$ cat src/rtl/noc_flit_mux2.sv
// rtl/noc_flit_mux2.sv - two-input flit mux with one-hot select and registered output
module noc_flit_mux2 #(
    parameter int unsigned DATAW_P1 = 66,
    parameter int unsigned VCHW_P1  = 2,
    parameter int unsigned PORT_P1  = 5
) (
    input  logic                clk,
    input  logic                rst_,
    input  logic [DATAW_P1-1:0] idata_0,
    input  logic                ivalid_0,
    input  logic [VCHW_P1-1:0]  ivch_0,
    input  logic [DATAW_P1-1:0] idata_1,
    input  logic                ivalid_1,
    input  logic [VCHW_P1-1:0]  ivch_1,
    input  logic [PORT_P1-1:0]  sel,
    output logic [DATAW_P1-1:0] odata,
    output logic                ovalid,
    output logic [VCHW_P1-1:0]  ovch
);

    logic [DATAW_P1-1:0] odata_d,  odata_q;
    logic                ovalid_d, ovalid_q;
    logic [VCHW_P1-1:0]  ovch_d,   ovch_q;

    // Only the two low select bits name a source; the rest belong to other ports.
    logic sel_hi_unused;
    assign sel_hi_unused = |sel[PORT_P1-1:2];

    // Input 0 wins when both low select bits are set; data and vch pass even when invalid.
    always_comb begin
        odata_d  = '0;
        ovalid_d = 1'b0;
        ovch_d   = '0;
        if (sel[0]) begin
            odata_d  = idata_0;
            ovalid_d = ivalid_0;
            ovch_d   = ivch_0;
        end else if (sel[1]) begin
            odata_d  = idata_1;
            ovalid_d = ivalid_1;
            ovch_d   = ivch_1;
        end
    end

    always_ff @(posedge clk) begin
        if (!rst_) begin
            odata_q  <= '0;
            ovalid_q <= 1'b0;
            ovch_q   <= '0;
        end else begin
            odata_q  <= odata_d;
            ovalid_q <= ovalid_d;
            ovch_q   <= ovch_d;
        end
    end

    assign odata  = odata_q;
    assign ovalid = ovalid_q;
    assign ovch   = ovch_q;

endmodule

$ cat config.mk
export PLATFORM = sky130hd
export DESIGN_NAME = noc_flit_mux2
export DESIGN_NICKNAME = d
export VERILOG_FILES = /design/src/rtl/noc_flit_mux2.sv
export SDC_FILE = /design/constraint.sdc
export NUM_CORES = 1
export LEC_CHECK = 0
export ABC_AREA = 1
export ABC_CLOCK_PERIOD_IN_PS = 840
export BUFFER_PORTS_ARGS = -buffer_cell sky130_fd_sc_hd__buf_2
export CAP_MARGIN = 20
export CORE_MARGIN = 3
export CORE_UTILIZATION = 39
export CTS_CLUSTER_DIAMETER = 40
export DETAILED_ROUTE_END_ITERATION = 10
export GPL_TIMING_DRIVEN = 0
export PLACE_DENSITY = 0.79
export SETUP_SLACK_MARGIN = 0.5
export SKIP_CTS_REPAIR_TIMING = 1
export SYNTH_ARGS = -nofsm -noshare
export SYNTH_HDL_FRONTEND = slang
export SYNTH_SLANG_ARGS = --single-unit
$ cat constraint.sdc
create_clock -name clk -period 0.84 [get_ports clk]
set_input_delay 0.042 -clock clk [delete_from_list [all_inputs] [get_ports clk]]
set_output_delay 0.042 -clock clk [all_outputs]
set_load 0.05 [all_outputs]
==> qor.yml <==
grt-ovfl-total: 0
via_per_inst: 6.29
portBuffers: 208
grt_usage_pct: 21.6
arrival_ns: 0.86
vdd_drop_max_v: 0.00118
synthesis.nets: 453
synth_cell_types: 14
p_sw_mw: 3.23
path_clk_slew_ns: 0.08
slowest_stage: "dfxtp_4"
grt_pass1_wl_um: 13100
dp_hpwl_um: 6770
start_util_pct: 40.9
seqPwrFrac_pct: 38.6
startpoint_type: "flop"
grt_antenna_before_repair: 1
syn_area_um2: 2640
critPathMaxStageDelay_ns: 0.37
drc: 0
critPathKind: "flop to output port"
min_period_ns: 0.907
routedWlPerCell_um: 29.9
timing.setup.tns_ns: -2.85
fmax_mhz: 1100
most-common-layout-cells: "139 x buf_2, 84 x buf_8, 59 x a21oi_2, 59 x dfxtp_4, 57 x nand2_1"
syn2layout_area_growth_pct: 135
violations: "negative hold slack, negative setup slack"
switching_share_pct: 35.2
row_count: 29
htree_levels: 3
power_density_nw_per_um2: 1480
p_int_mw: 5.94
vias: 4018
finalSetupViolations: 69
wirelength_um: 19100
num_io_pins: 214
fp.dieH_um: 88.3
crit_required_ns: 0.80
worst_slack_ns: -0.0669
tightest_slew_ns: 0.208
cts_made_buffers: 9
synth_cells: 308
clockPowerShare_pct: 27.9
drt_iter0_drc: 382
outcome: "finished with violations"
path_delay_family: "flip-flops"
grt_pass1_vias: 2889
endpoint_kind: "output port"
crit_fanout: 1
pwr-share-comb_pct: 33.5
pre_cts_ws_ns: -0.0870
yosysWarnings: 0
drv_slew: 0
hold_viol: 60
grt_max_degree: 12
final_common_cell: "buf_2"
fp.dieArea_um2: 7790
cp_cell_sequence: "buf_8"
ant_nets: 0
cts-root-buf: "clkbuf_8"
cts.sinks: 69
hp-class: "input pin to flop"
place_inst: 593
seq_area_frac_synth_pct: 52.3
firstDrtPassIters: 8
finalHoldWorstSlack_ns: -0.0559
drive_gt1_share_pct: 85.7
final_cell_area_um2: 6210
utilization_pct: 96.2
final_nets: 698
leakage_nw: 2.63
fp.dieW_um: 88.3
gp_congestion: 0.809
rsz0062_at_grt: "yes"
critPathBufInv: 1
ys_ff_latch: 69
timing.final.crit_share_pct: 108
core_area_um2: 6460
placed_area_um2: 4010
max-cap-violations: 0
tritoncts: "yes"
synth.avg_cell_area_um2: 8.57
stdcell_count: 639
relSlewSlack_pct: 86.1
cts.path.max_buffers: 2
state kept, by name (all words and copies together) (netlist names):
signal  count
ovalid      1
odata      66
ovch        2
metrics by stage:
stage	hold WS (ns)	power, mW
4_1_cts	-0.0669	7.65
3_3_place_gp	0.285	5.25
3_5_place_dp	0.283	5.28
5_1_grt	-0.0673	9.36
6_report	-0.0559	9.17
2_1_floorplan	0.172	4.67
Yosys cell counts:
cell	n	area share (%)
dfxtp_1	69	52
nand3_1	59	11
buf_4	6	1.7
inv_2	1	0.14
buf_12	1	0.76
a21oi_1	59	11
buf_6	4	1.7
clkbuf_1	5	0.71
nand3_2	10	3.8
buf_8	1	0.57
buf_2	13	2.5
inv_6	1	0.33
nand2_1	69	9.8
a21oi_2	10	3.3
metal layers:
metal | vias up | global-route usage, % | part of all wire [%]
li1 | 1544 | - | -
met1 | 1848 | 23.6 | 30
met2 | 448 | 38.5 | 48
met3 | 178 | 7.17 | 12
met4 | 0 | 8.65 | 9.8
met5 | - | 0 | 0
cells by family after synthesis:
logic type,after synthesis,synth area share [%]
DFF,69,52.3
AOI/OAI and AO/OA,69,14.5
buffers and inverters,32,8.39
and+or+nand+nor,138,24.8
power by group through the flow:
stage / logic (mW) / clock network (mW) / registers, mW
5_1_grt: 3.14 / 2.68 / 3.55
6_report: 3.07 / 2.56 / 3.54
3_3_place_gp: 1.76 / 0 / 3.49
3_5_place_dp: 1.78 / 0 / 3.50
2_1_floorplan: 0.480 / 0 / 4.19
4_1_cts: 1.79 / 2.43 / 3.43
path summary, 6_finish.rpt:
| kind | start | endpoint | slack [ns] | depth (start not counted) |
|---|---|---|---|---|
| min | ivch_1[0] | ovch[0] | -0.06 | 3 |
| max | odata[19] | odata[19] | -0.07 | 1 |
final cells by class:
type                    instances  area (µm²)
inverters                       2        36.3
well taps                      77        96.3
fillers                       126         245
repair inverters                1        16.3
diodes                          4        10.0
repair buffers                233        2150
flip-flops and latches         69        1620
clock inverters                 2        8.76
clock buffers                  14         163
multi-input cells             207        1710
plain buffers                  30         414
Note: power is estimated with default switching activity, not from simulation.
